## src/rtl/uart_rx_pkg.sv

```systemverilog
// uart_rx_pkg: shared types and constants for the UART receiver (feature macro UART_RX_MAJORITY_VOTE_EN)
package uart_rx_pkg;
    typedef enum logic [2:0] {
        ST_IDLE,
        ST_START,
        ST_DATA,
        ST_PARITY,
        ST_STOP,
        ST_WAIT_HIGH
    } uart_rx_state_e;

    localparam int UART_MIN_CLK_DIV = 4;

    localparam logic [1:0] DATA_BITS_5 = 2'd0;
    localparam logic [1:0] DATA_BITS_6 = 2'd1;
    localparam logic [1:0] DATA_BITS_7 = 2'd2;
    localparam logic [1:0] DATA_BITS_8 = 2'd3;

    function automatic logic [3:0] num_data_bits(input logic [1:0] enc);
        return {2'b00, enc} + 4'd5;
    endfunction
endpackage

```

## src/rtl/uart_rx_if.sv

```systemverilog
// uart_rx_if: character valid/ready handshake between the receiver and its consumer
interface uart_rx_if;
    logic [7:0] data_o;
    logic       parity_err_o;
    logic       frame_err_o;
    logic       valid_o;
    logic       ready_i;

    modport master (output data_o, parity_err_o, frame_err_o, valid_o, input ready_i);
    modport slave  (input data_o, parity_err_o, frame_err_o, valid_o, output ready_i);
endinterface

```

## src/rtl/uart_rx_sampler.sv

```systemverilog
// uart_rx_sampler: rx synchronizer, bit-period counter and sample strobe (UART_RX_MAJORITY_VOTE_EN selects 2-of-3 voting)
module uart_rx_sampler
    import uart_rx_pkg::*;
#(
    parameter int CLK_DIV_W = 32
) (
    input  logic                 clk_i,
    input  logic                 rst_i,
    input  logic                 i_rx,
    input  logic                 i_start,
    input  logic                 i_active,
    input  logic [CLK_DIV_W-1:0] i_clk_div_live,
    input  logic [CLK_DIV_W-1:0] i_clk_div_held,
    output logic                 o_rx_sync,
    output logic                 o_sample_valid,
    output logic                 o_sample_bit
);
    localparam logic [CLK_DIV_W-1:0] MIN_DIV = CLK_DIV_W'(UART_MIN_CLK_DIV);
    localparam logic [CLK_DIV_W-1:0] ONE     = CLK_DIV_W'(1);

    logic [1:0]           r_sync;
    logic [CLK_DIV_W-1:0] r_cnt;
    logic [CLK_DIV_W-1:0] w_div_live;
    logic [CLK_DIV_W-1:0] w_div_held;
    logic                 w_tick;

    assign w_div_live = (i_clk_div_live < MIN_DIV) ? MIN_DIV : i_clk_div_live;
    assign w_div_held = (i_clk_div_held < MIN_DIV) ? MIN_DIV : i_clk_div_held;
    assign w_tick     = i_active && !i_start && (r_cnt == '0);
    assign o_rx_sync  = r_sync[1];

    // Two-flop synchronizer; half-period load on start, full-period reload at each mid-bit tick
    always_ff @(posedge clk_i) begin
        if (rst_i) begin
            r_sync <= 2'b11;
            r_cnt  <= '0;
        end else begin
            r_sync <= {r_sync[0], i_rx};
            r_cnt  <= i_start ? (w_div_live >> 1) : w_tick ? (w_div_held - ONE) : (r_cnt != '0) ? (r_cnt - ONE) : r_cnt;
        end
    end

`ifdef UART_RX_MAJORITY_VOTE_EN
    logic [1:0] r_hist;
    logic       r_tick_d;

    // Keep the two previous synchronized samples and delay the tick so mid-bit+1 is available
    always_ff @(posedge clk_i) begin
        if (rst_i) begin
            r_hist   <= 2'b11;
            r_tick_d <= 1'b0;
        end else begin
            r_hist   <= {r_hist[0], r_sync[1]};
            r_tick_d <= w_tick;
        end
    end

    assign o_sample_valid = r_tick_d;
    assign o_sample_bit   = (r_sync[1] & r_hist[0]) | (r_sync[1] & r_hist[1]) | (r_hist[0] & r_hist[1]);
`else
    assign o_sample_valid = w_tick;
    assign o_sample_bit   = r_sync[1];
`endif
endmodule

```

## src/rtl/uart_rx_core.sv

```systemverilog
// uart_rx_core: configurable UART receiver with valid/ready output and error flags (option UART_RX_MAJORITY_VOTE_EN)
module uart_rx_core
    import uart_rx_pkg::*;
#(
    parameter int CLK_DIV_W = 32
) (
    input  logic                 clk_i,
    input  logic                 rst_i,
    input  logic [CLK_DIV_W-1:0] clk_div_i,
    input  logic [1:0]           data_bits_i,
    input  logic                 parity_en_i,
    input  logic                 parity_type_i,
    input  logic                 stop2_i,
    input  logic                 rx_i,
    uart_rx_if.master            rx_if,
    output logic                 overrun_o,
    output logic                 busy_o
);
    uart_rx_state_e       r_state, w_state_n;
    logic [CLK_DIV_W-1:0] r_div;
    logic [3:0]           r_nbits;
    logic                 r_par_en, r_par_type, r_stop2;
    logic [3:0]           r_bit_cnt, w_bit_cnt_n;
    logic [7:0]           r_shift, w_shift_n;
    logic                 r_par_err, w_par_err_n;
    logic                 r_frame_err, w_frame_err_n;
    logic                 r_stop_second, w_stop_second_n;
    logic                 r_rx_prev;
    logic [7:0]           r_data;
    logic                 r_valid, r_perr, r_ferr, r_overrun;
    logic                 w_rx_sync, w_sample_valid, w_sample_bit;
    logic                 w_fall, w_start, w_active, w_done, w_accept, w_load;
    logic [7:0]           w_data_aligned;
    logic                 w_par_exp;

    assign w_fall         = r_rx_prev & ~w_rx_sync;
    assign w_start        = (r_state == ST_IDLE) && w_fall;
    assign w_active       = (r_state == ST_START) || (r_state == ST_DATA) || (r_state == ST_PARITY) || (r_state == ST_STOP);
    assign w_data_aligned = r_shift >> (4'd8 - r_nbits);
    assign w_par_exp      = ^w_data_aligned ^ r_par_type;
    assign w_accept       = r_valid & rx_if.ready_i;
    assign w_load         = w_done & (~r_valid | w_accept);

    assign rx_if.data_o       = r_data;
    assign rx_if.parity_err_o = r_perr;
    assign rx_if.frame_err_o  = r_ferr;
    assign rx_if.valid_o      = r_valid;
    assign overrun_o          = r_overrun;
    assign busy_o             = (r_state != ST_IDLE);

    uart_rx_sampler #(.CLK_DIV_W(CLK_DIV_W)) u_sampler (
        .clk_i          (clk_i),
        .rst_i          (rst_i),
        .i_rx           (rx_i),
        .i_start        (w_start),
        .i_active       (w_active),
        .i_clk_div_live (clk_div_i),
        .i_clk_div_held (r_div),
        .o_rx_sync      (w_rx_sync),
        .o_sample_valid (w_sample_valid),
        .o_sample_bit   (w_sample_bit)
    );

    // Frame sequencing: next state and per-frame datapath updates on each mid-bit sample
    always_comb begin
        w_state_n       = r_state;
        w_bit_cnt_n     = r_bit_cnt;
        w_shift_n       = r_shift;
        w_par_err_n     = r_par_err;
        w_frame_err_n   = r_frame_err;
        w_stop_second_n = r_stop_second;
        w_done          = 1'b0;
        case (r_state)
            ST_IDLE: if (w_fall) begin
                w_state_n       = ST_START;
                w_bit_cnt_n     = 4'd0;
                w_shift_n       = 8'd0;
                w_par_err_n     = 1'b0;
                w_frame_err_n   = 1'b0;
                w_stop_second_n = 1'b0;
            end
            ST_START: if (w_sample_valid) w_state_n = w_sample_bit ? ST_IDLE : ST_DATA;
            ST_DATA: if (w_sample_valid) begin
                w_shift_n   = {w_sample_bit, r_shift[7:1]};
                w_bit_cnt_n = r_bit_cnt + 4'd1;
                if (r_bit_cnt + 4'd1 == r_nbits) w_state_n = r_par_en ? ST_PARITY : ST_STOP;
            end
            ST_PARITY: if (w_sample_valid) begin
                w_par_err_n = (w_sample_bit != w_par_exp);
                w_state_n   = ST_STOP;
            end
            ST_STOP: if (w_sample_valid) begin
                w_frame_err_n = r_frame_err | ~w_sample_bit;
                if (r_stop2 && !r_stop_second) begin
                    w_stop_second_n = 1'b1;
                end else begin
                    w_done    = 1'b1;
                    w_state_n = (r_frame_err | ~w_sample_bit) ? ST_WAIT_HIGH : ST_IDLE;
                end
            end
            ST_WAIT_HIGH: if (w_rx_sync) w_state_n = ST_IDLE;
            default: w_state_n = ST_IDLE;
        endcase
    end

    // State and frame registers; configuration captured when a frame starts
    always_ff @(posedge clk_i) begin
        if (rst_i) begin
            r_state       <= ST_IDLE;
            r_bit_cnt     <= 4'd0;
            r_shift       <= 8'd0;
            r_par_err     <= 1'b0;
            r_frame_err   <= 1'b0;
            r_stop_second <= 1'b0;
            r_rx_prev     <= 1'b1;
            r_div         <= '0;
            r_nbits       <= 4'd8;
            r_par_en      <= 1'b0;
            r_par_type    <= 1'b0;
            r_stop2       <= 1'b0;
        end else begin
            r_state       <= w_state_n;
            r_bit_cnt     <= w_bit_cnt_n;
            r_shift       <= w_shift_n;
            r_par_err     <= w_par_err_n;
            r_frame_err   <= w_frame_err_n;
            r_stop_second <= w_stop_second_n;
            r_rx_prev     <= w_rx_sync;
            if (w_start) begin
                r_div      <= clk_div_i;
                r_nbits    <= num_data_bits(data_bits_i);
                r_par_en   <= parity_en_i;
                r_par_type <= parity_type_i;
                r_stop2    <= stop2_i;
            end
        end
    end

    // Output holding register: load when empty or being drained, otherwise flag overrun
    always_ff @(posedge clk_i) begin
        if (rst_i) begin
            r_data    <= 8'd0;
            r_valid   <= 1'b0;
            r_perr    <= 1'b0;
            r_ferr    <= 1'b0;
            r_overrun <= 1'b0;
        end else begin
            r_valid   <= w_load | (r_valid & ~w_accept);
            r_data    <= w_load ? w_data_aligned : r_data;
            r_perr    <= w_load ? r_par_err : r_perr;
            r_ferr    <= w_load ? w_frame_err_n : r_ferr;
            r_overrun <= w_done & ~w_load;
        end
    end
endmodule

```

## src/flat_wrapper.sv

```systemverilog
// flat-port wrapper written by rule: the top's interface ports become plain ports
module uart_rx_core_flat import uart_rx_pkg::*;
#(
    parameter int CLK_DIV_W = 32
)
  (clk_i, rst_i, clk_div_i, data_bits_i, parity_en_i, parity_type_i, stop2_i, rx_i, overrun_o, busy_o, rx_if_data_o, rx_if_parity_err_o, rx_if_frame_err_o, rx_if_valid_o, rx_if_ready_i);
  uart_rx_if rx_if_i ();
  input  logic clk_i;
  input  logic rst_i;
  input  logic [CLK_DIV_W-1:0] clk_div_i;
  input  logic [1:0] data_bits_i;
  input  logic parity_en_i;
  input  logic parity_type_i;
  input  logic stop2_i;
  input  logic rx_i;
  output logic overrun_o;
  output logic busy_o;
  output wire logic [$bits(rx_if_i.data_o)-1:0] rx_if_data_o;
  output wire logic [$bits(rx_if_i.parity_err_o)-1:0] rx_if_parity_err_o;
  output wire logic [$bits(rx_if_i.frame_err_o)-1:0] rx_if_frame_err_o;
  output wire logic [$bits(rx_if_i.valid_o)-1:0] rx_if_valid_o;
  input wire logic [$bits(rx_if_i.ready_i)-1:0] rx_if_ready_i;
  assign rx_if_data_o = rx_if_i.data_o;
  assign rx_if_parity_err_o = rx_if_i.parity_err_o;
  assign rx_if_frame_err_o = rx_if_i.frame_err_o;
  assign rx_if_valid_o = rx_if_i.valid_o;
  assign rx_if_i.ready_i = rx_if_ready_i;
  uart_rx_core #(.CLK_DIV_W(CLK_DIV_W)) u_core (.clk_i(clk_i), .rst_i(rst_i), .clk_div_i(clk_div_i), .data_bits_i(data_bits_i), .parity_en_i(parity_en_i), .parity_type_i(parity_type_i), .stop2_i(stop2_i), .rx_i(rx_i), .rx_if(rx_if_i), .overrun_o(overrun_o), .busy_o(busy_o));
endmodule
```

## config.mk

```make
export PLATFORM = sky130hd
export DESIGN_NAME = uart_rx_core_flat
export DESIGN_NICKNAME = d
export VERILOG_FILES = /design/src/rtl/uart_rx_pkg.sv /design/src/rtl/uart_rx_if.sv /design/src/rtl/uart_rx_sampler.sv /design/src/rtl/uart_rx_core.sv /design/src/flat_wrapper.sv
export SDC_FILE = /design/constraint.sdc
export NUM_CORES = 1
export LEC_CHECK = 0
export BUFFER_PORTS_ARGS = -buffer_cell sky130_fd_sc_hd__buf_4
export CORE_MARGIN = 2
export CORE_UTILIZATION = 55
export DETAILED_ROUTE_END_ITERATION = 16
export HOLD_SLACK_MARGIN = 0.05
export PLACE_DENSITY = 0.78
export SYNTH_ARGS = -nofsm -noshare
export SYNTH_HDL_FRONTEND = slang
export SYNTH_SLANG_ARGS = --single-unit
```

## constraint.sdc

```tcl
create_clock -name clk_i -period 4 [get_ports clk_i]
set_clock_uncertainty 0.05 [all_clocks]
set_input_delay 0 -clock clk_i [delete_from_list [all_inputs] [get_ports clk_i]]
set_output_delay 0 -clock clk_i [all_outputs]
set_load 0.02 [all_outputs]
```

---- Word-level counts from Yosys, hierarchy flattened ----
Index checks and enable logic that the tools add are counted.
operators by class
  reduce and logical (&&, ||, !) cells .... 24
  shifts and indexed selects .............. 1
  multiplexer cells ....................... 35
  equality and inequality tests ........... 16
  add/subtract/negate cells ............... 5
  magnitude comparators ................... 2
  bitwise gates (word level) .............. 13
operator list
  cell                                                          number
  2-to-1 mux 32 bit                                             4
  less-than comparator 32 x 3 -> 1 bit (second input constant)  2
  subtractor 32 x 1 -> 32 bit (second input constant)           2
  logical NOT 32 bit                                            1
  nonzero test 32 bit                                           1
  2-to-1 mux 31 bit                                             1
  2-to-1 mux 3 bit                                              10
  one-hot mux 3 bit (6 select lines)                            1
  2-to-1 mux 8 bit                                              2
  inequality test 2 bit (second input constant)                 8
  one-hot mux 8 bit (2 select lines)                            1
  2-to-1 mux 1 bit                                              9
  2-to-1 mux 4 bit                                              2
  one-hot mux 4 bit (2 select lines)                            1
  AND reduction 8 bit                                           1
  nonzero test 2 bit                                            4
  parity 8 bit                                                  1
  >> shifter 8 x 4 -> 8 bit                                     1
  equality test 3 x 2 -> 1 bit (second input constant)          2
  equality test 3 bit (second input constant)                   2
  one-hot mux 1 bit (2 select lines)                            3
  AND reduction 3 bit                                           2
  nonzero test 3 bit                                            2
  AND 1 bit                                                     5
  17 further kinds                                              28
storage, ports and cells
  register bits ........................... 104

---- Depth between registers and ports, before layout ----
Gate-level depths: netlist of the first run.
  depth after elaboration ................. 11
  depth in mapped cells ................... 15
  depth with buffers taken out ............ 13

---- Hierarchy ----
From an unflattened synthesis of the first run, not the netlist that was laid out.
unflattened totals
  cell total of the unflattened synthesis .. 709
  area, all modules ....................... 5641.7 sq um
by module, submodules not included
  module           area each (sq um)  cells each  instances
  uart_rx_core     3109.2             372         1
  uart_rx_sampler  2532.4             337         1

---- Worst setup path after synthesis of the first run ----
No wires, ideal clock.
  path kind ............................... register to register
  from .................................... reg u_core.u_sampler.r_cnt[5]
  to ...................................... reg u_core.u_sampler.r_cnt[22]
  slack ................................... 0.615 ns
  library setup time ...................... 0.119 ns
  arrival time ............................ 3.216 ns
  cell stages (with the launch flop) ...... 16
  buffers on the path ..................... 3
  period minus slack after synthesis ...... 3.385 ns
  path through ............................ dfxtp_1 or4_4 or3_1 buf_6 or4_4 buf_2 nor2_1 a21oi_1 ha_1 nand2b_1 nor3_1 and3_1 clkbuf_1 a41oi_1 o31a_1 nand2_1
between the ends
  cells in the longest elaborated chain, start to end .. 4
  elaborated cells on any way between the ends .. 8
  those cells by class .................... add/sub (1); mux (3); reduce/logical (4)
RTL lines
  item                                                                      line                                          RTL
  start, declared                                                           uart_rx_sampler.sv:22                         logic [CLK_DIV_W-1:0] r_cnt;
  start signal, assigned                                                    uart_rx_sampler.sv:39                         r_cnt <= i_start ? (w_div_live >> 1) : w_tick ? (w_div_held - ONE) : (r_cnt != '0) ? (r_cnt - ONE) : r_cnt;
  subtractor 32 x 1 -> 32 bit / logical NOT 32 bit (equally long branches)  uart_rx_sampler.sv:39, uart_rx_sampler.sv:29
  2-to-1 mux 32 bit / logical AND 1 bit (equally long branches)             uart_rx_sampler.sv:39, uart_rx_sampler.sv:29
  2-to-1 mux 32 bit                                                         uart_rx_sampler.sv:39
  2-to-1 mux 31 bit                                                         uart_rx_sampler.sv:39
Parallel ways exist; a longest one is shown, timed or not. The select of a mux whose other input is x is not followed.
A chain may end at the register's enable or synchronous reset.

---- Worst setup path in the final report of the first run ----
  from .................................... reg u_core.r_div[5]
  to ...................................... reg u_core.u_sampler.r_cnt[12]
between the ends
  cells in the longest elaborated chain, start to end .. 5
RTL lines
  item                                  line                   RTL
  start, declared                       uart_rx_core.sv:20     logic [CLK_DIV_W-1:0] r_div;
  start signal, assigned                uart_rx_core.sv:130    r_div <= clk_div_i;
  less-than comparator 32 x 3 -> 1 bit  uart_rx_sampler.sv:28  assign w_div_held = (i_clk_div_held < MIN_DIV) ? MIN_DIV : i_clk_div_held;
  2-to-1 mux 32 bit *                   uart_rx_sampler.sv:28
  subtractor 32 x 1 -> 32 bit *         uart_rx_sampler.sv:39
  2-to-1 mux 32 bit *                   uart_rx_sampler.sv:39
  2-to-1 mux 31 bit *                   uart_rx_sampler.sv:39
Mark *: on every way between the ends. The rest lies on a longest branch, timed or not.

==> qor.log, run 1 <==
qor: worst_setup_path.worstReg2RegStart u_core.r_div[5]$_SDFFE_PP0N_
qor: timing.achievable-frequency 0.272 GHz
qor: timing.timing.setup.tns 0 ps
qor: worst_hold_path.min_path_type input port to flop
qor: worst_setup_path.critical_path.cell_chain or4_1 > or3_1 > nor3_1 > nor2_1 > a21oi_1 > ha_1 > nand2b_1 > nor3_1 > and3_1 > nand3_1 > xor2_1 > a22o_1
qor: clock_tree.cts_root_buf clkbuf_8
qor: timing.drv_slew 0
qor: drt.wl 16.0 mm
qor: placed_design.pre_cts_slack 377 ps
qor: floorplan.floorplan.rows 36
qor: worst_setup_path.r2r-end u_core.u_sampler.r_cnt[12]$_SDFFE_PP0P_
qor: timing.timing.max_slew.rel_slack 0.371
qor: clock_tree.number_of_post_cts_setup_repair_buffers 0
qor: drt.final_antenna_net_count 0
qor: floorplan.die-area 10900 um^2
qor: worst_setup_path.ff2ff_setup_slack 320 ps
qor: clock_tree.cts_num_sinks 104
qor: worst_hold_path.worst_hold_startpoint rst_i
qor: worst_setup_path.slowest_stage or4_1
qor: worst_setup_path.critPathMaxFanout 8
qor: logic_synthesis.postSynthAreaPerCell 7.57 um^2
qor: global_routing.grt_start_max_net_pins 76
qor: worst_setup_path.path_class flop to flop
qor: finish.final_nets 857
qor: worst_hold_path.worst_hold_path.endpoint u_core.r_state[2]$_SDFFE_PP0P_
qor: worst_hold_path.worst_hold_path.num_cells 2
qor: drt.detail_route.first_pass.iterations 5
qor: finish.layout-drive-gt1-share 0.126
qor: worst_setup_path.path_delay_family simple AND/OR/NAND/NOR gates
qor: worst_setup_path.crit_path_max_incr_delay 580 ps
qor: timing.setup_ws 320 ps
qor: worst_setup_path.cp_data_arrival_time 3920 ps
qor: logic_synthesis.synth_top_area_share 0.376
qor: logic_synthesis.synth_seq_cells 104
qor: timing.layout_worst_path_cycle_share 0.920
qor: logic_synthesis.synth-seq-area-share 0.376
qor: worst_setup_path.crit_path_frequent_cell nor3_1
qor: status.status complete, no violations
qor: logic_synthesis.syn_area 5540 um^2
qor: pwr.ir_drop 0.000395 V
qor: worst_setup_path.cp_num_cells 12
qor: pwr.power.leakage 2.47 nW
qor: worst_setup_path.cp.buffers_inverters 0
qor: floorplan.fp.coreArea 9770 um^2
qor: logic_synthesis.synth_top_cell_by_area dfxtp_1
qor: drt.route.vias.total 5610
qor: floorplan.chip_width 104 um
qor: pwr.power_density 578 nW/um^2
qor: logic_synthesis.dominantRegCellSynth dfxtp_1
qor: clock_tree.clock_edge_transition_at_the_registers_on_the_reported_setup_and_hold_paths 100 ps
qor: logic_synthesis.ys_top_cells_by_area dfxtp_1 (38%), a21oi_1 (10%), nand2_1 (9.6%)
qor: clock_tree.cts_resized 0
qor: timing.rsz_0062_raised_after_global_routing no
qor: global_routing.antenna_violations_before_repair 0
qor: global_routing.track_usage 0.298
qor: timing.hold_viol_final 0
qor: logic_synthesis.synth-edff-count 0
qor: global_routing.grt.overflow.total 0
qor: placed_design.place.detailed.hpwl 11.2 mm
qor: floorplan.floorplan.die.height 104 um
qor: clock_tree.clock_tree.buffer_depth 2
qor: worst_setup_path.rr_worst_depth 12
qor: finish.area_delta_synth_final 19.5%
qor: worst_setup_path.critPathRequiredTime 4240 ps
qor: drt.wl_per_cell 16.8 um
qor: run.maxCapViolCount 0
qor: logic_synthesis.synth-async-reset-ratio 0
qor: logic_synthesis.ys.warnings.count 0
qor: drt.detailedRoute.firstIterationViolations 272
qor: global_routing.grt_pass1_vias 5296
qor: clock_tree.cts_tree built
qor: floorplan.pin_count 54
qor: logic_synthesis.synth.lib_cells_used.distinct 63
qor: clock_tree.cts-buffers-inserted 9
qor: finish.diodes 0
qor: timing.worst_slew_pin_slew 940 ps
qor: timing.finalWorstPathRequiredPeriod 3680 ps
qor: global_routing.first_pass_grt_wire_length 26.0 mm
qor: placed_design.port-buffer-count 53
qor: drt.route.detailed.drc 0
qor: floorplan.initial_utilization 0.567
qor: timing.setup_violations 0
qor: finish.nFillCells 824
qor: logic_synthesis.syn-instance-count 732
qor: logic_synthesis.mappedNetlistNets 777
qor: worst_setup_path.worstSetupEndpointType flop
qor: drt.avgViaCountPerCell 5.91
qor: worst_setup_path.setup.worst_path.start_class flop
qor: clock_tree.htree_num_levels 3
qor: clock_tree.clkLatencyLatePin 400 ps
qor: placed_design.routabilityCongestion 0.954
Yosys cell counts, types with 4 or more instances:
cell and count:
nand2_1 141, a21oi_1 114, dfxtp_1 104, nor2_1 55, nor3_1 32, o21ai_0 30
clkbuf_1 27, nand3_1 25, xor2_1 17, or3_1 16, xnor2_1 16, nor4_1 14
nand4_1 12, inv_1 10, mux2i_1 10, nand2b_1 7, or2_2 7, buf_2 6
and3_1 5, nor2b_1 5, a22o_1 4, buf_1 4, ha_1 4, nand4b_1 4
o22ai_1 4
layout by cell type (no fill, tap or decap), types with 4 or more instances in the layout:
master / instances
nor2b_1: 5
xnor2_1: 16
nand3_1: 25
buf_4: 69
inv_1: 10
xor2_1: 17
mux2i_1: 10
a22o_1: 4
nand4_1: 12
clkbuf_8: 9
and3_1: 5
or3_1: 16
dlygate4sd3_1: 39
o22ai_1: 4
nand4b_1: 4
nor4_1: 14
a21oi_1: 114
ha_1: 4
or2_2: 7
o21ai_0: 30
nor2_1: 54
nand2_1: 141
nand2b_1: 6
dfxtp_1: 104
nor3_1: 32
flip-flops by register name (all words and copies together) (netlist names), 2 cells and up:
| register | cells |
|---|---|
| u_core.r_nbits | 4 |
| u_core.r_div | 32 |
| u_core.r_state | 3 |
| u_core.u_sampler.r_sync | 2 |
| u_core.r_bit_cnt | 4 |
| u_core.u_sampler.r_cnt | 32 |
| u_core.rx_if.data_o | 8 |
| u_core.r_shift | 8 |
area by class of cell:
cell class	count	area (um^2)	share of cell area
Clock buffer	11	131	0.0199
Clock inverter	4	30.0	0.00454
Sequential cell	104	2080	0.315
Inverter	10	37.5	0.00567
Timing Repair Buffer	108	908	0.137
Multi-Input combinational cell	579	3260	0.493
Tap cell	133	166	0.0252
worst max path at each step:
stage,from,end,slack (ps)
final,u_core.r_div[5]$_SDFFE_PP0N_,u_core.u_sampler.r_cnt[12]$_SDFFE_PP0P_,320
after global placement,u_core.u_sampler.r_cnt[5]$_SDFFE_PP0P_,u_core.u_sampler.r_cnt[22]$_SDFFE_PP0P_,500
after detailed placement,u_core.r_div[5]$_SDFFE_PP0N_,u_core.u_sampler.r_cnt[12]$_SDFFE_PP0P_,380
after CTS,u_core.r_div[5]$_SDFFE_PP0N_,u_core.u_sampler.r_cnt[12]$_SDFFE_PP0P_,360
after floorplan,u_core.u_sampler.r_cnt[5]$_SDFFE_PP0P_,u_core.u_sampler.r_cnt[22]$_SDFFE_PP0P_,610
after global routing,u_core.r_div[5]$_SDFFE_PP0N_,u_core.u_sampler.r_cnt[12]$_SDFFE_PP0P_,120
timing repair:
action / 4_1_cts / 5_1_grt
endpoints found under the setup margin: 0 / 0
hold endpoints to repair: 73 / 0
hold buffers: 39 / 0
layer usage:
metal | vias up | track usage | part of all wire
met5 | - | 0 | 0
met2 | 169 | 0.511 | 0.49
met1 | 2644 | 0.367 | 0.43
li1 | 2765 | - | -
met3 | 32 | 0.0727 | 0.054
met4 | 0 | 0.0927 | 0.022
through the flow:
stage / utilization / total power [mW] / cell area, um^2 / cells / hold WS, ps
after global placement: 0.620 / 3.14 / 6060 / 895 / 139
after global routing: 0.677 / 4.08 / 6620 / 949 / 137
after floorplan: - / 2.69 / 5540 / 732 / 46.4
after detailed placement: 0.620 / 3.18 / 6060 / 895 / 138
after CTS: 0.677 / 3.80 / 6620 / 949 / 89.4
final: 0.677 / 3.83 / 6620 / 949 / 118
cells by family (layout without fill, tap and decap cells):
| logic type | count (synthesis) | in the layout | synth area share |
|---|---|---|---|
| AOI/OAI and AO/OA | 187 | 187 | 0.192 |
| xor gates and xnor gates | 34 | 34 | 0.0565 |
| adders and majority gates | 4 | 4 | 0.00904 |
| buffers and inverters | 49 | 133 | 0.0373 |
| DFF | 104 | 104 | 0.376 |
| muxes | 13 | 13 | 0.0303 |
| and+or+nand+nor | 341 | 341 | 0.299 |
where the power goes:
part | internal, mW | switching [mW] | total, mW | leakage (nW)
Combinational | 0.721 | 1.16 | 1.88 | 1.54
Clock | 0.227 | 0.370 | 0.597 | 0.0802
Sequential | 1.19 | 0.159 | 1.35 | 0.845
Total | 2.14 | 1.69 | 3.83 | 2.47
(Power assumes the default switching activity.)
==> run 2, diff against run 1 <==
Settings changed: CAP_MARGIN set to 0, PLACE_DENSITY 0.78 to unset, PLACE_DENSITY_LB_ADDON set to 0.15.
==> run 2 against run 1 <==
Against the previous run: die area stayed put; highest routed layer unchanged; largest cell class unchanged; routed wire length is 2.8% lower; critical path depth stayed put; via count is 0.80% higher; count of clock-buffer cells in the layout stayed put; flip-flop and latch count stayed put; sequential share of layout area hardly changed; cell count is 0.11% lower; setup slack better by 7.1 ps.
==> qor.log, run 2 (same netlist as run 1, synthesis figures left out) <==
qor: clock_tree.cts_num_sinks 104 [unchanged]
qor: worst_setup_path.slowest_stage or4_1 [unchanged]
qor: floorplan.die-area 10900 um^2 [unchanged]
qor: timing.finalWorstPathRequiredPeriod 3670 ps [was 3680 ps]
qor: floorplan.pin_count 54 [unchanged]
qor: drt.route.detailed.drc 0 [unchanged]
qor: timing.hold_viol_final 0 [unchanged]
qor: finish.multiInputGateArea 3260 um^2 [unchanged]
qor: placed_design.routabilityCongestion 0.955 [was 0.954]
qor: worst_setup_path.critical_path.cell_chain or4_1 > or3_1 > nor3_1 > nor2_1 > a21oi_1 > ha_1 > nand2b_1 > nor3_1 > and3_1 > nand3_1 > xor2_1 > a22o_1 [unchanged]
qor: clock_tree.htree_num_levels 3 [unchanged]
qor: finish.nFillCells 860 [was 824]
qor: worst_hold_path.worst_hold_startpoint rst_i [unchanged]
qor: placed_design.port-buffer-count 53 [unchanged]
qor: run.maxCapViolCount 0 [unchanged]
qor: finish.final_cells 948 [was 949]
qor: pwr.ir_drop 0.000372 V [was 0.000395 V]
qor: worst_setup_path.worstSetupEndpointType flop [unchanged]
qor: finish.area_delta_synth_final 19.6% [was 19.5%]
qor: worst_hold_path.min_path_type input port to flop [unchanged]
qor: timing.worst_slew_pin_slew 922 ps [was 940 ps]
qor: worst_setup_path.critPathRequiredTime 4240 ps [about the same]
qor: worst_setup_path.setup.worst_path.start u_core.r_div[5]$_SDFFE_PP0N_ [unchanged]
qor: clock_tree.clock_edge_transition_at_the_registers_on_the_reported_setup_and_hold_paths 100 ps [about the same]
qor: global_routing.grt_start_max_net_pins 76 [unchanged]
qor: finish.final_nets 855 [was 857]
qor: finish.layout.area.seq 2080 um^2 [unchanged]
qor: drt.route.layer.met1.wl 6.46 mm [was 6.91 mm]
qor: floorplan.initial_utilization 0.567 [unchanged]
qor: timing.timing.setup.tns 0 ps [unchanged]
qor: global_routing.antenna_violations_before_repair 0 [unchanged]
qor: placed_design.numPlacedInstances 893 [was 895]
qor: floorplan.fp.coreArea 9770 um^2 [unchanged]
qor: drt.dr.max_layer_used met4 [unchanged]
qor: drt.detailedRoute.firstIterationViolations 357 [was 272]
qor: drt.final_antenna_net_count 0 [unchanged]
qor: drt.wl_per_cell 16.4 um [was 16.8 um]
qor: timing.drv_slew 0 [unchanged]
qor: clock_tree.cts_resized 0 [unchanged]
qor: timing.layout_worst_path_cycle_share 0.918 [was 0.920]
qor: finish.layout.cells.most_common_list nand2_1 (141), a21oi_1 (114), dfxtp_1 (104) [unchanged]
qor: global_routing.first_pass_grt_wire_length 26.1 mm [was 26.0 mm]
qor: global_routing.track_usage 0.293 [was 0.298]
qor: finish.biggestRegsByFlops u_core.r_div (32), u_core.u_sampler.r_cnt (32) [unchanged]
qor: clock_tree.cts_root_buf clkbuf_8 [unchanged]
qor: clock_tree.cts_tree built [unchanged]
qor: drt.avgViaCountPerCell 5.97 [was 5.91]
qor: timing.setup_violations 0 [unchanged]
qor: pwr.power_density 575 nW/um^2 [was 578 nW/um^2]
qor: status.status complete, no violations [unchanged]
qor: timing.timing.max_slew.rel_slack 0.383 [was 0.371]
qor: drt.detail_route.first_pass.iterations 5 [unchanged]
qor: finish.diodes 0 [unchanged]
qor: pwr.power.leakage 2.47 nW [about the same]
qor: clock_tree.clkLatencyLatePin 400 ps [about the same]
qor: worst_setup_path.setup.worst_path.start_class flop [unchanged]
qor: clock_tree.clock_tree.buffer_depth 2 [unchanged]
qor: worst_setup_path.crit_path_max_incr_delay 590 ps [was 580 ps]
qor: floorplan.floorplan.die.height 104 um [unchanged]
qor: worst_setup_path.critPathMaxFanout 8 [unchanged]
qor: drt.detailroute.wirelength.met3 902 um [was 859 um]
qor: worst_setup_path.worstReg2RegStart u_core.r_div[5]$_SDFFE_PP0N_ [unchanged]
qor: clock_tree.cts-buffers-inserted 9 [unchanged]
qor: drt.met2RoutedLength 7.80 mm [was 7.84 mm]
qor: finish.layout-drive-gt1-share 0.126 [about the same]
qor: worst_setup_path.crit_path_frequent_cell nor3_1 [unchanged]
qor: global_routing.grt.overflow.total 0 [unchanged]
qor: worst_setup_path.cp_data_arrival_time 3920 ps [about the same]
qor: timing.rsz_0062_raised_after_global_routing no [unchanged]
qor: finish.final_common_cell nand2_1 [unchanged]
qor: placed_design.place.detailed.hpwl 10.9 mm [was 11.2 mm]
qor: floorplan.chip_width 104 um [unchanged]
qor: worst_setup_path.path_class flop to flop [unchanged]
qor: drt.wl 15.5 mm [was 16.0 mm]
qor: floorplan.floorplan.rows 36 [unchanged]
qor: global_routing.grt_pass1_vias 5464 [was 5296]
qor: drt.route.vias.total 5655 [was 5610]
qor: timing.achievable-frequency 0.272 GHz [about the same]
-- run 2: changes by cell type in the layout (fill, tap and decap cells not counted) --
cell,change
inv_6,-2
clkinv_4,+2
clkbuf_1,-1
clkbuf_8,+1
buf_4,-2
inv_8,+1
-- run 2: power breakdown --
part           internal (mW)  switching, mW
Combinational          0.701           1.13
Sequential              1.19          0.157
Clock                  0.249          0.380
Total                   2.14           1.67
-- run 2: layout make-up --
| type | count | area share |
|---|---|---|
| sequential | 104 | 0.314 |
| clock inverter | 5 | 0.00624 |
| inverter | 10 | 0.00567 |
| multi-input combinational | 579 | 0.492 |
| timing repair buffer | 106 | 0.135 |
| tap | 133 | 0.0251 |
| clock buffer | 11 | 0.0214 |
-- run 2: repair_timing --
action | in CTS | in global routing
buffers inserted | 0 | 0
hold buffers | 39 | 0
hold endpoints to repair | 73 | 0
-- run 2: stage by stage --
stage / cell area, um^2 / total power [mW] / setup WS, ps / hold slack (ps) / util
global route: 6620 / 4.07 / 79.2 / 117 / 0.677
finish: 6620 / 3.81 / 327 / 108 / 0.677
global placement: 6050 / 3.10 / 516 / 137 / 0.619
floorplan: 5540 / 2.69 / 615 / 46.4 / -
detailed placement: 6050 / 3.13 / 406 / 140 / 0.619
CTS: 6620 / 3.79 / 383 / 94.1 / 0.677
-- run 2: path summary, 6_finish.rpt --
path,endpoint,slack [ps],depth (start not counted)
max,u_core.u_sampler.r_cnt[12]$_SDFFE_PP0P_,330,12
min,u_core.r_div[10]$_SDFFE_PP0N_,110,2
max reg2reg,u_core.u_sampler.r_cnt[12]$_SDFFE_PP0P_,330,12
min reg2reg,u_core.u_sampler.r_sync[1]$_SDFF_PP1_,380,1
-- run 2: critical path, delay by kind of cell (launching register included) --
family / cells / cell delay (ps)
adders and majority gates: 1 / 210
xor gates and xnor gates: 1 / 160
and+or+nand+nor: 8 / 2410
DFF: 1 / 360
AOI/OAI and AO/OA: 2 / 390
-- run 2: layer usage --
metal | GRT usage | vias up
met5 | 0 | -
met4 | 0.0965 | 0
met3 | 0.0727 | 32
met2 | 0.505 | 182
met1 | 0.357 | 2688
li1 | - | 2753
==> run 3, diff against run 2 <==
Settings changed: CORE_UTILIZATION 55 to 40, MAX_ROUTING_LAYER set to met4.
==> run 3 against run 2 <==
Against the previous run: fmax up 2.0%; count of clock-buffer cells in the layout unchanged; cell count rose by 4.9%; register-to-register slack gained 70 ps; combinational power up 3%; sequential power is essentially flat; hold slack improved by 58 ps; global-route usage is 5.9 points lower; first-iteration DRC count increased by 11%; routed wire length is 5.6% higher; critical path depth unchanged; core utilization down 17 points; critical endpoint is now u_core.u_sampler.r_cnt[22]$_SDFFE_PP0P_; largest power group unchanged.
==> qor.log, run 3 (same netlist as run 1, synthesis figures left out) <==
qor: clock_tree.htree_num_levels 3 [unchanged]
qor: floorplan.pin_count 54 [unchanged]
qor: worst_setup_path.critical_path.cell_chain or4_4 > or3_1 > or4_4 > nor2_1 > a21oi_1 > ha_1 > nand2b_1 > nor3_1 > and3_2 > a41oi_1 > o31a_1 > nand2_1 [was or4_1 > or3_1 > nor3_1 > nor2_1 > a21oi_1 > ha_1 > nand2b_1 > nor3_1 > and3_1 > nand3_1 > xor2_1 > a22o_1]
qor: global_routing.grt_util_met1 0.290 [was 0.357]
qor: global_routing.grt_use_met3 0.0454 [was 0.0727]
qor: pwr.ir_drop 0.000283 V [was 0.000372 V]
qor: global_routing.global_route.peak_usage_layer met2 [unchanged]
qor: timing.drv_slew 0 [unchanged]
qor: timing.timing.max_slew.rel_slack 0.358 [was 0.383]
qor: finish.layout.cells.most_common_list nand2_1 (141), a21oi_1 (114), dfxtp_1 (104) [unchanged]
qor: timing.setup_ws 398 ps [was 327 ps]
qor: clock_tree.clkLatencyLatePin 350 ps [was 400 ps]
qor: drt.detailedRoute.firstIterationViolations 396 [was 357]
qor: drt.avgViaCountPerCell 5.64 [was 5.97]
qor: floorplan.initial_utilization 0.413 [was 0.567]
qor: global_routing.grt_pass1_vias 5330 [was 5464]
qor: worst_setup_path.cp_data_arrival_time 3800 ps [was 3920 ps]
qor: clock_tree.number_of_post_cts_setup_repair_buffers 0 [unchanged]
qor: timing.layout_worst_path_cycle_share 0.900 [was 0.918]
qor: drt.wl_per_cell 16.5 um [was 16.4 um]
qor: finish.layout-drive-gt1-share 0.132 [was 0.126]
qor: floorplan.floorplan.die.height 122 um [was 104 um]
qor: worst_setup_path.path_class flop to flop [unchanged]
qor: worst_setup_path.slowest_stage or4_4 [was or4_1]
qor: finish.area_delta_synth_final 22.9% [was 19.6%]
qor: worst_setup_path.critPathRequiredTime 4200 ps [was 4240 ps]
qor: clock_tree.cts_root_buf clkbuf_16 [was clkbuf_8]
qor: global_routing.antenna_violations_before_repair 0 [unchanged]
qor: timing.worst_slew_pin_slew 959 ps [was 922 ps]
qor: timing.setup_violations 0 [unchanged]
qor: drt.wl 16.4 mm [was 15.5 mm]
qor: floorplan.fp.coreArea 13400 um^2 [was 9770 um^2]
qor: clock_tree.clock_edge_transition_at_the_registers_on_the_reported_setup_and_hold_paths 70 ps [was 100 ps]
qor: timing.hold_ws 167 ps [was 108 ps]
qor: clock_tree.cts_tree built [unchanged]
qor: placed_design.pre_cts_slack 404 ps [was 406 ps]
qor: global_routing.grt_start_max_net_pins 76 [unchanged]
qor: placed_design.routabilityCongestion 0.929 [was 0.955]
qor: global_routing.grt.overflow.total 0 [unchanged]
qor: pwr.power_spent_charging_and_discharging_nets 1.73 mW [was 1.67 mW]
qor: clock_tree.cts-buffers-inserted 9 [unchanged]
qor: floorplan.chip_width 122 um [was 104 um]
qor: finish.final_common_cell nand2_1 [unchanged]
qor: timing.hold_viol_final 0 [unchanged]
qor: drt.final_antenna_net_count 0 [unchanged]
qor: floorplan.die-area 14800 um^2 [was 10900 um^2]
qor: placed_design.place.detailed.hpwl 11.5 mm [was 10.9 mm]
qor: pwr.cell_internal_pwr 2.38 mW [was 2.14 mW]
qor: worst_hold_path.worst_hold_startpoint rst_i [unchanged]
qor: timing.timing.setup.tns 0 ps [unchanged]
qor: worst_setup_path.crit_path_max_incr_delay 660 ps [was 590 ps]
qor: worst_setup_path.worstSetupEndpointType flop [unchanged]
qor: drt.route.vias.total 5602 [was 5655]
qor: timing.rsz_0062_raised_after_global_routing no [unchanged]
qor: finish.biggestRegsByFlops u_core.r_div (32), u_core.u_sampler.r_cnt (32) [unchanged]
qor: finish.diodes 0 [unchanged]
qor: worst_hold_path.min_path_type input port to flop [unchanged]
qor: pwr.power.combinational.fraction 0.461 [was 0.481]
qor: global_routing.track_usage 0.234 [was 0.293]
qor: pwr.power.leakage 2.54 nW [was 2.47 nW]
qor: global_routing.grt.met2_usage 0.392 [was 0.505]
qor: drt.route.detailed.drc 0 [unchanged]
qor: clock_tree.clock_tree.buffer_depth 2 [unchanged]
qor: timing.achievable-frequency 0.278 GHz [was 0.272 GHz]
qor: finish.final_cells 994 [was 948]
qor: status.status complete, no violations [unchanged]
qor: worst_setup_path.worstReg2RegStart u_core.u_sampler.r_cnt[5]$_SDFFE_PP0P_ [was u_core.r_div[5]$_SDFFE_PP0N_]
qor: global_routing.first_pass_grt_wire_length 26.6 mm [was 26.1 mm]
qor: worst_setup_path.crit_path_frequent_cell or4_4 [was nor3_1]
qor: placed_design.numPlacedInstances 939 [was 893]
qor: run.maxCapViolCount 0 [unchanged]
qor: pwr.power_density 603 nW/um^2 [was 575 nW/um^2]
qor: pwr.power.share.sequential 0.328 [was 0.354]
qor: drt.detail_route.first_pass.iterations 5 [unchanged]
qor: finish.final_nets 858 [was 855]
qor: pwr.power.share.switching 0.420 [was 0.438]
qor: finish.layout.core_utilization 0.508 [was 0.677]
qor: floorplan.floorplan.rows 42 [was 36]
qor: placed_design.port-buffer-count 53 [unchanged]
qor: pwr.power_frac_clock 0.211 [was 0.165]
qor: worst_setup_path.setup.worst_path.start_class flop [unchanged]
qor: clock_tree.cts_num_sinks 104 [unchanged]
qor: timing.finalWorstPathRequiredPeriod 3600 ps [was 3670 ps]
qor: worst_setup_path.critPathMaxFanout 13 [was 8]
qor: worst_setup_path.setup.worst_path.start u_core.u_sampler.r_cnt[5]$_SDFFE_PP0P_ [was u_core.r_div[5]$_SDFFE_PP0N_]
run 3: cell count changes in the layout (fill, tap and decap cells not counted), sizes merged:
cell,delta
inv,+1
buf,+3
clkinv,-1
run 3: path summary, 6_finish.rpt:
| check | cells after the start | slack (ps) | to |
|---|---|---|---|
| worst max-delay path | 12 | 400 | u_core.u_sampler.r_cnt[22]$_SDFFE_PP0P_ |
| worst min-delay path | 2 | 170 | u_core.r_state[2]$_SDFFE_PP0P_ |
| worst min register to register | 1 | 360 | u_core.u_sampler.r_sync[1]$_SDFF_PP1_ |
| worst max register to register | 12 | 400 | u_core.u_sampler.r_cnt[22]$_SDFFE_PP0P_ |
run 3: power groups by stage:
stage	sequential, mW	clock, mW	combinational [mW]
CTS	1.34	0.888	1.87
global route	1.37	0.936	2.09
global placement	1.36	0	1.80
detailed placement	1.36	0	1.83
floorplan	1.31	0	1.38
finish	1.35	0.867	1.89
run 3: cell type report:
class | instances | area [um^2]
Tap cell | 176 | 220
Multi-Input combinational cell | 579 | 3260
Timing Repair Buffer | 109 | 916
Sequential cell | 104 | 2080
Inverter | 10 | 37.5
Fill cell | 1323 | 6590
Clock buffer | 11 | 253
Clock inverter | 5 | 38.8
run 3: metrics by stage:
step,total power [mW],cell area [um^2]
after global placement,3.16,6120
after floorplan,2.69,5540
after CTS,4.10,6810
after global routing,4.40,6810
final,4.11,6810
after detailed placement,3.19,6120
run 3: worst max-delay path: cells and delay by family (launching register included):
kind	cells	cell delay (ps)
AO/OA/AOI/OAI	3	480
adder cells (fa/ha/maj)	1	210
flip-flops	1	330
AND/OR/NAND/NOR	8	2430
run 3: timing repair:
| item | in CTS | in global routing |
|---|---|---|
| hold endpoints to repair | 71 | 0 |
| resized for setup | 0 | 1 |
| hold buffers | 39 | 0 |
| setup endpoints to repair | 0 | 1 |
run 3: per-layer routing:
| metal | wire length [um] | part of all wire | vias to the layer above |
|---|---|---|---|
| li1 | - | - | 2766 |
| met1 | 7310 | 0.45 | 2655 |
| met2 | 8060 | 0.49 | 160 |
| met3 | 780 | 0.048 | 21 |
| met4 | 235 | 0.014 | 0 |
| met5 | 0 | 0 | - |
